$ cat config.mk
export PLATFORM = sky130hd
export DESIGN_NAME = mem_stage
export DESIGN_NICKNAME = d
export VERILOG_FILES = /design/src/rtl/mem_stage.sv
export SDC_FILE = /design/constraint.sdc
export NUM_CORES = 1
export LEC_CHECK = 0
export ABC_AREA = 1
export BUFFER_PORTS_ARGS = -buffer_cell sky130_fd_sc_hd__buf_2
export CAP_MARGIN = 20
export CELL_PAD_IN_SITES_DETAIL_PLACEMENT = 1
export CELL_PAD_IN_SITES_GLOBAL_PLACEMENT = 1
export CORE_ASPECT_RATIO = 0.5
export CORE_MARGIN = 5
export CORE_UTILIZATION = 34
export DETAILED_ROUTE_END_ITERATION = 10
export PLACE_DENSITY_LB_ADDON = 0.15
export SLEW_MARGIN = 20
export SYNTH_ARGS = -nofsm -noshare
export SYNTH_HDL_FRONTEND = slang
export SYNTH_SLANG_ARGS = --single-unit
$ cat constraint.sdc
create_clock -name clk -period 2.5 [get_ports clk]
set_clock_uncertainty 0.2 [all_clocks]
set_input_delay 0.5 -clock clk [delete_from_list [all_inputs] [get_ports clk]]
set_output_delay 0.5 -clock clk [all_outputs]
set_load 0.03 [all_outputs]
$ cat src/rtl/mem_stage.sv
// Pipeline M stage: EX/MEM register plus a three-state handshake controller
// that stalls the pipe while a load or store is outstanding on the data-memory port.
module mem_stage (
  input  logic        clk,
  input  logic        rst_n,
  input  logic        RFWEE,
  input  logic        MtoRFSelE,
  input  logic        DMWEE,
  input  logic [31:0] ALUOutE,
  input  logic [31:0] DMWDE,
  input  logic [4:0]  rtdE,
  output logic        RFWEM,
  output logic        MtoRFSelM,
  output logic [31:0] ALUOutM,
  output logic [31:0] DMRD,
  output logic [4:0]  rtdM,
  output logic        StallM,
  output logic        dmReq,
  output logic        dmWe,
  output logic [31:0] dmAddr,
  output logic [31:0] dmWData,
  input  logic        dmAck,
  input  logic [31:0] dmRData
);

  typedef enum logic [1:0] {
    IDLE = 2'd0,
    BUSY = 2'd1,
    DONE = 2'd2
  } state_t;

  state_t      state;
  logic        rfwe_p0;
  logic        mtorf_p0;
  logic        dmwe_p0;
  logic [31:0] alu_p0;
  logic [31:0] wd_p0;
  logic [4:0]  rtd_p0;
  logic [31:0] rdata_p0;
  logic        vld_p0;
  logic        busy;

  // A bubble carries all-zero controls, so it never counts as a memory op.
  assign vld_p0 = mtorf_p0 | dmwe_p0;
  assign busy   = (state == BUSY);

  always_comb begin
    StallM = 1'b0;
    case (state)
      IDLE:    StallM = vld_p0;
      BUSY:    StallM = 1'b1;
      default: StallM = 1'b0;
    endcase
  end

  // E -> M boundary: EX/MEM register advances whenever M is not stalled.
  always_ff @(posedge clk or negedge rst_n) begin
    if (!rst_n) begin
      rfwe_p0  <= 1'b0;
      mtorf_p0 <= 1'b0;
      dmwe_p0  <= 1'b0;
      alu_p0   <= 32'd0;
      wd_p0    <= 32'd0;
      rtd_p0   <= 5'd0;
    end else if (!StallM) begin
      rfwe_p0  <= RFWEE;
      mtorf_p0 <= MtoRFSelE;
      dmwe_p0  <= DMWEE;
      alu_p0   <= ALUOutE;
      wd_p0    <= DMWDE;
      rtd_p0   <= rtdE;
    end
  end

  // M -> memory handshake; acks outside BUSY fall through untouched.
  always_ff @(posedge clk or negedge rst_n) begin
    if (!rst_n) begin
      state    <= IDLE;
      rdata_p0 <= 32'd0;
    end else begin
      case (state)
        IDLE: if (vld_p0) state <= BUSY;
        BUSY: begin
          if (dmAck) begin
            if (mtorf_p0) rdata_p0 <= dmRData;
            state <= DONE;
          end
        end
        DONE:    state <= IDLE;
        default: state <= IDLE;
      endcase
    end
  end

  assign dmReq   = busy;
  assign dmWe    = busy & dmwe_p0;
  assign dmAddr  = busy ? alu_p0 : 32'd0;
  assign dmWData = busy ? wd_p0  : 32'd0;

  // Write enable is withheld while stalled so a load writes the RF only in DONE.
  assign RFWEM     = rfwe_p0 & ~StallM;
  assign MtoRFSelM = mtorf_p0;
  assign ALUOutM   = alu_p0;
  assign rtdM      = rtd_p0;
  assign DMRD      = rdata_p0;

endmodule
==> summary.md, run 1 <==
| Metric | Value |
|---|---|
| Status | `finished, final reports clean` |
| Mapped Cells | `601` |
| Number of synthesis warnings | `0` |
| CP Launch Type | `flip-flop` |
| IO Port Bufs | `244` |
| Rows | `30` |
| Wl on met1 | `6.49 mm` |
| Max Fclk | `0.430 GHz` |
| Starting Density | `35.1%` |
| Syn Std Cell Area | `0.00479 mm2` |
| Largest net degree at the start of global routing | `74` |
| First-pass GRT wire length | `24.4 mm` |
| Static Leak | `3.94 nW` |
| Slew Limit Fails | `0` |
| Synth top area cells | `dfrtp_1 (55%), nand2_1 (16%), nand3_1 (11%)` |
| Max Cap Viol | `0` |
| Adder-cell share of the synthesized area | `0%` |
| Wire length on met2 | `7.61 mm` |
| Setup bufs post-CTS | `0` |
| Syn avg cell area | `7.98 um2` |
| Required time worst endpoint | `1.80 ns` |
| Overflow after GRT | `0` |
| Number of buffers created by CTS | `9` |
| Clock latency on the worst-skew pair | `0.35 ns` |
| Die Footprint | `0.0167 mm2` |
| Setup crit start | `state[1]$_DFFE_PN0P_` |
| Post-Synth XOR/XNOR Area | `0%` |
| Period minus WS final | `2.33 ns` |
| R2r startpoint | `state[1]$_DFFE_PN0P_` |
| Nets@finish | `940` |
| Post-cts resize count | `0` |
| Final worst slack | `0.175 ns` |
| Critical Path Sink Type | `primary output` |
| Via count | `4603` |
| Pwr Density | `1620 mW/mm2` |
| Top Ports | `245` |
| Mux contribution to synthesized area | `0%` |
| DRC viols | `0` |
| WL final | `15.2 mm` |
| Post-route ant nets | `0` |
| Highest metal layer with signal wires | `met5` |
| Clk sinks | `106` |
| Fin. Hold Viols | `0` |
| Vias per cell | `4.46` |
| Yosys reg bits | `106` |
| Post-DR wirelength/cell | `14.7 um` |
| Worst Path Class, Setup | `flip-flop to primary output` |
| Core Area | `0.0137 mm2` |
| Clock Tree Buf Depth | `2` |
| Met3 routed WL | `1.01 mm` |
| Hold Startpoint | `dmRData[14]` |
| Synth-to-Final Area Change | `34.9%` |
| TNS Setup | `0 ns` |
| Die height | `94.0 um` |
| CTS root buffer | `clkbuf_16` |
| Tcrit/Tclk final | `93.0%` |
| Distinct cells, synth | `14` |
| Post-DP HPWL | `11.1 mm` |
| Worst Tran Pin Value | `0.786 ns` |
| Crit-path max FO | `24` |
| Antenna violations before repair | `2` |
| CP arrival | `1.63 ns` |
| RSZ-0062 raised after global routing | `no` |
| Syn_nets | `708` |
| Worst Hold Class | `primary input to flip-flop` |
| Largest family of logic cells by synthesized area | `simple AND/OR/NAND/NOR gates` |
| Relative slew slack | `47.6%` |
| Area leader, netlist | `dfrtp_1` |
| CTS tree | `yes` |
| FF-to-FF setup slack | `0.51 ns` |
| Count of final setup violators | `0` |
| Pre-CTS WS | `0.520 ns` |
| Layout cells sized above 1 | `33.8%` |
| Vias in the first global route | `4765` |
| Peak supply drop | `0.645 mV` |
| Die width | `178 um` |
| Simple-gate share of the synthesized area | `32.8%` |
| Post-synth top area share | `55.3%` |
| TritonRoute pass-1 iters | `4` |
| Seq/Total Area, Yosys | `55.3%` |
| 1st-iter DRT viols | `218` |
| Clk slew on worst S/H paths | `0.08 ns` |
| Synth Area in Compound Gates | `0.313%` |
| H-tree Lvls | `3` |
| Global placement routability congestion | `0.756` |
| GRT Resource Usage Total | `18.3%` |
| Min Hold Slack | `0.177 ns` |
## worst max-delay path, cell delays in order (launching register included)
cell and delay [ns]:
dfrtp_1 0.39, inv_2 0.10, nand2_4 0.19, buf_4 0.26, nor2_1 0.11, buf_2 0.21
## sequential cells by signal, indices dropped and copies added, names as in the netlist
signal / count
rtdM: 5
dmwe_p0: 1
state: 2
DMRD: 32
rfwe_p0: 1
MtoRFSelM: 1
ALUOutM: 32
wd_p0: 32
## metrics by stage
step                cells  power, mW  utilization, %  area (um2)
floorplan             601       7.46               -        4790
global placement     1013       8.96            45.0        6140
detailed placement   1013       9.11            45.0        6140
CTS                  1030       10.6            47.3        6460
global route         1031       11.3            47.3        6470
finish               1031       10.5            47.3        6470
## where the power goes
part           internal [mW]  switching [mW]  leakage, nW
clock                  0.818           0.670        0.154
sequential              2.56           0.542         1.31
combinational           1.60            4.27         2.48
## cells in the final DEF, fill, tap and decap left out, drive strengths merged
master,count
buf,261
bufinv,1
clkbuf,10
clkinv,1
dfrtp,106
diode,1
dlygate4sd3,1
inv,73
nand2,210
nand3,105
nor2,68
o21ai,1
o22ai,1
## area by class of cell
type,count,area (um2)
timing repair buffer,262,1400
multi-input combinational,385,1600
antenna,1,2.50
inverter,69,259
sequential,106,2650
fill,1773,7200
clock inverter,6,70.1
clock buffer,10,239
tap,192,240
## what timing repair did
item / CTS / global route
endpoints found under the setup margin: 0 / 0
hold buffers: 1 / 0
hold endpoints to repair: 34 / 0
## layer usage
metal  up-vias  global-route usage, %
met4         2                   2.89
met3         8                   5.23
met2       120                   32.2
li1       2279                      -
met5         -                      0
met1      2194                   22.7
## cells in the mapped netlist
master      n
nand2_1   209
dfrtp_1   106
nand3_1   105
inv_1      67
nor2_1     67
buf_2      21
buf_6      14
clkbuf_1    4
buf_4       2
inv_2       2
nand2_2     1
nor2_2      1
o21ai_2     1
o22ai_1     1
## cell families (layout without fill, tap and decap cells)
kind of cell           count (synthesis)  after routing
other                                  0              1
DFF                                  106            106
and+or+nand+nor                      383            383
buffers and inverters                110            347
AOI/OAI and AO/OA                      2              2
## final timing paths
path                                           to  cells after the start
hold reg to reg               DMRD[7]$_DFFE_PN0P_                      2
min in group asynchronous     DMRD[4]$_DFFE_PN0P_                      2
max in group asynchronous   wd_p0[30]$_DFFE_PN0N_                      3
hold / removal               DMRD[14]$_DFFE_PN0P_                      3
setup / recovery                      dmWData[26]                      5
setup reg to reg           ALUOutM[1]$_DFFE_PN0N_                      6
No activity file was read; power rests on OpenSTA's default activity.
==> run 2: changes to the inputs <==
--- a/config.mk
+++ b/config.mk
@@ -8,3 +8,3 @@
 export ABC_AREA = 1
-export BUFFER_PORTS_ARGS = -buffer_cell sky130_fd_sc_hd__buf_2
+export BUFFER_PORTS_ARGS = -buffer_cell sky130_fd_sc_hd__buf_4
 export CAP_MARGIN = 20
--- a/constraint.sdc
+++ b/constraint.sdc
@@ -4,2 +4,2 @@
 set_output_delay 0.5 -clock clk [all_outputs]
-set_load 0.03 [all_outputs]
+set_load 0.1 [all_outputs]
==> summary.md, run 2 (same netlist as run 1, synthesis figures left out) <==
| Metric | Value |
|---|---|
| Period minus WS final | `2.41 ns (+0.0851 ns)` |
| Fin. Hold Viols | `0 (unchanged)` |
| Max incr delay on CP | `0.51 ns (+0.12 ns)` |
| Global placement routability congestion | `0.753 (-0.46%)` |
| Number of buffers created by CTS | `9 (unchanged)` |
| TritonRoute pass-1 iters | `4 (unchanged)` |
| Vias per cell | `4.56 (+2.1%)` |
| IO Port Bufs | `244 (unchanged)` |
| Crit-path max FO | `23 (-4.2%)` |
| CTS root buffer | `clkbuf_16` |
| Worst Tran Pin Value | `0.746 ns (-0.0399 ns)` |
| Post-DP HPWL | `11.7 mm (+5.0%)` |
| Required time worst endpoint | `1.80 ns (about the same)` |
| Status | `finished, final reports clean` |
| Count of final setup violators | `0 (unchanged)` |
| Synth-to-Final Area Change | `53.5%` |
| Slew Limit Fails | `0 (unchanged)` |
| Layout cells sized above 1 | `38.2% (+4.4 points)` |
| Antenna violations before repair | `0 (-2)` |
| Clk sinks | `106 (unchanged)` |
| Relative slew slack | `50.3% (+2.7 points)` |
| Rows | `30 (unchanged)` |
| Commonest non-fill, non-tap cells in the layout | `buf_4 (246), nand2_1 (208), nand3_1 (105)` |
| Nets@finish | `940 (unchanged)` |
| Clk slew on worst S/H paths | `0.07 ns (about the same)` |
| H-tree Lvls | `3 (unchanged)` |
| Worst Path Class, Setup | `flip-flop to primary output` |
| Starting Density | `35.1% (unchanged)` |
| Final worst slack | `0.0897 ns (-0.0851 ns)` |
| Ant diodes | `0 (-1)` |
| Slowest CP cell | `dfrtp_2` |
| Post-DR wirelength/cell | `15.7 um (+6.4%)` |
| Setup crit start | `state[0]$_DFFE_PN0P_` |
| Pre-CTS WS | `0.337 ns (-0.182 ns)` |
| CP arrival | `1.71 ns (+0.08 ns)` |
| WL final | `16.1 mm (+6.3%)` |
| Max Cap Viol | `0 (unchanged)` |
| CP cell instances | `nand2_8 -> buf_12 -> nor2_1 -> buf_6` |
| Most common cell after layout, fill and taps aside | `buf_4` |
| Clock Tree Buf Depth | `2 (unchanged)` |
| Via count | `4694 (+2.0%)` |
| Worst setup path endpoint | `dmWData[11]` |
| R2r startpoint | `state[0]$_DFFE_PN0P_` |
| Top Ports | `245 (unchanged)` |
| First-pass GRT wire length | `25.5 mm (+4.2%)` |
| Clock latency on the worst-skew pair | `0.33 ns (-0.02 ns)` |
| Core Area | `0.0137 mm2 (unchanged)` |
| CP Launch Type | `flip-flop` |
| Max Fclk | `0.415 GHz (-3.5%)` |
| Post-route ant nets | `0 (unchanged)` |
| 1st-iter DRT viols | `187 (-14%)` |
| Overflow after GRT | `0 (unchanged)` |
| DRC viols | `0 (unchanged)` |
| Die width | `178 um (unchanged)` |
| Final core occ | `53.9% (+6.5 points)` |
| Largest net degree at the start of global routing | `74 (unchanged)` |
| Worst R2R Path Depth | `5 (-1)` |
| Tcrit/Tclk final | `96.4% (+3.4 points)` |
| FF-to-FF setup slack | `0.66 ns (+0.15 ns)` |
| Reg2reg end | `wd_p0[23]$_DFFE_PN0N_` |
| CTS tree | `yes` |
| GRT Resource Usage Total | `19.3% (+1.0 points)` |
| Vias in the first global route | `4929 (+3.4%)` |
| Worst Hold Class | `primary input to flip-flop` |
| Die Footprint | `0.0167 mm2 (unchanged)` |
| Critical Path Sink Type | `primary output` |
| Die height | `94.0 um (unchanged)` |
run 2: cell count changes in the layout (fill, tap and decap cells not counted), moves of 2 or more:
cell	before	now
buf_6	0	10
dfrtp_2	0	2
nor2_1	67	32
buf_4	15	246
buf_2	243	0
nor2_2	1	5
inv_6	4	2
nor2_4	0	31
dfrtp_1	106	104
run 2: worst max-delay path: cells and delay by family (launching register included):
kind                   cells  cell delay [ns]
and+or+nand+nor            2             0.36
buffers and inverters      2             0.47
DFF                        1             0.51
run 2: layout make-up:
cell class                      count  area, um2
Timing Repair Buffer              261       2050
Fill cell                        1695       6300
Clock inverter                      6       47.5
Tap cell                          192        240
Multi-Input combinational cell    386       1870
Inverter                           69        262
Sequential cell                   106       2660
Clock buffer                       10        239
run 2: stage by stage:
step / hold slack [ns] / TNS [ns] / std cells / instance area [um2]
final: 0.187 / 0 / 1030 / 7360
after global placement: 0.253 / 0 / 1012 / 7010
after floorplan: 0.00441 / -16.59 / 601 / 5040
after global routing: 0.168 / -0.0117 / 1030 / 7360
after detailed placement: 0.259 / 0 / 1012 / 7010
after CTS: 0.176 / 0 / 1030 / 7320
run 2: worst min path at each step:
stage                           from                      to  slack (ns)  depth (start not counted)
2_1_floorplan                  rst_n  ALUOutM[0]$_DFFE_PN0N_       0.004                          0
3_3_place_gp   wd_p0[21]$_DFFE_PN0N_   wd_p0[21]$_DFFE_PN0N_        0.25                          2
3_5_place_dp   wd_p0[29]$_DFFE_PN0N_   wd_p0[29]$_DFFE_PN0N_        0.26                          2
4_1_cts                  dmRData[12]    DMRD[12]$_DFFE_PN0P_        0.18                          3
5_1_grt                      rtdE[2]     rtdM[2]$_DFFE_PN0N_        0.17                          3
6_report                       dmAck    state[0]$_DFFE_PN0P_        0.19                          2
run 2: repair_timing:
item,4_1_cts,5_1_grt
hold endpoints to repair,40,0
hold buffers,1,0
gates cloned,1,0
endpoints found under the setup margin,14,38
buffers inserted,0,0
pin swaps,1,0
gates resized for setup,2,10
run 2: per-layer routing:
metal / share of wire, % / vias up / GRT usage, %
li1: - / 2281 / -
met1: 39 / 2281 / 22.2
met2: 52 / 124 / 34.7
met3: 8.1 / 8 / 7.52
met4: 0.69 / 0 / 2.89
met5: 0 / - / 0
Power of run 2 is left out: the tool's default activity adds up to more than one toggle a clock period on the data nets, which glitch-free logic cannot reach.
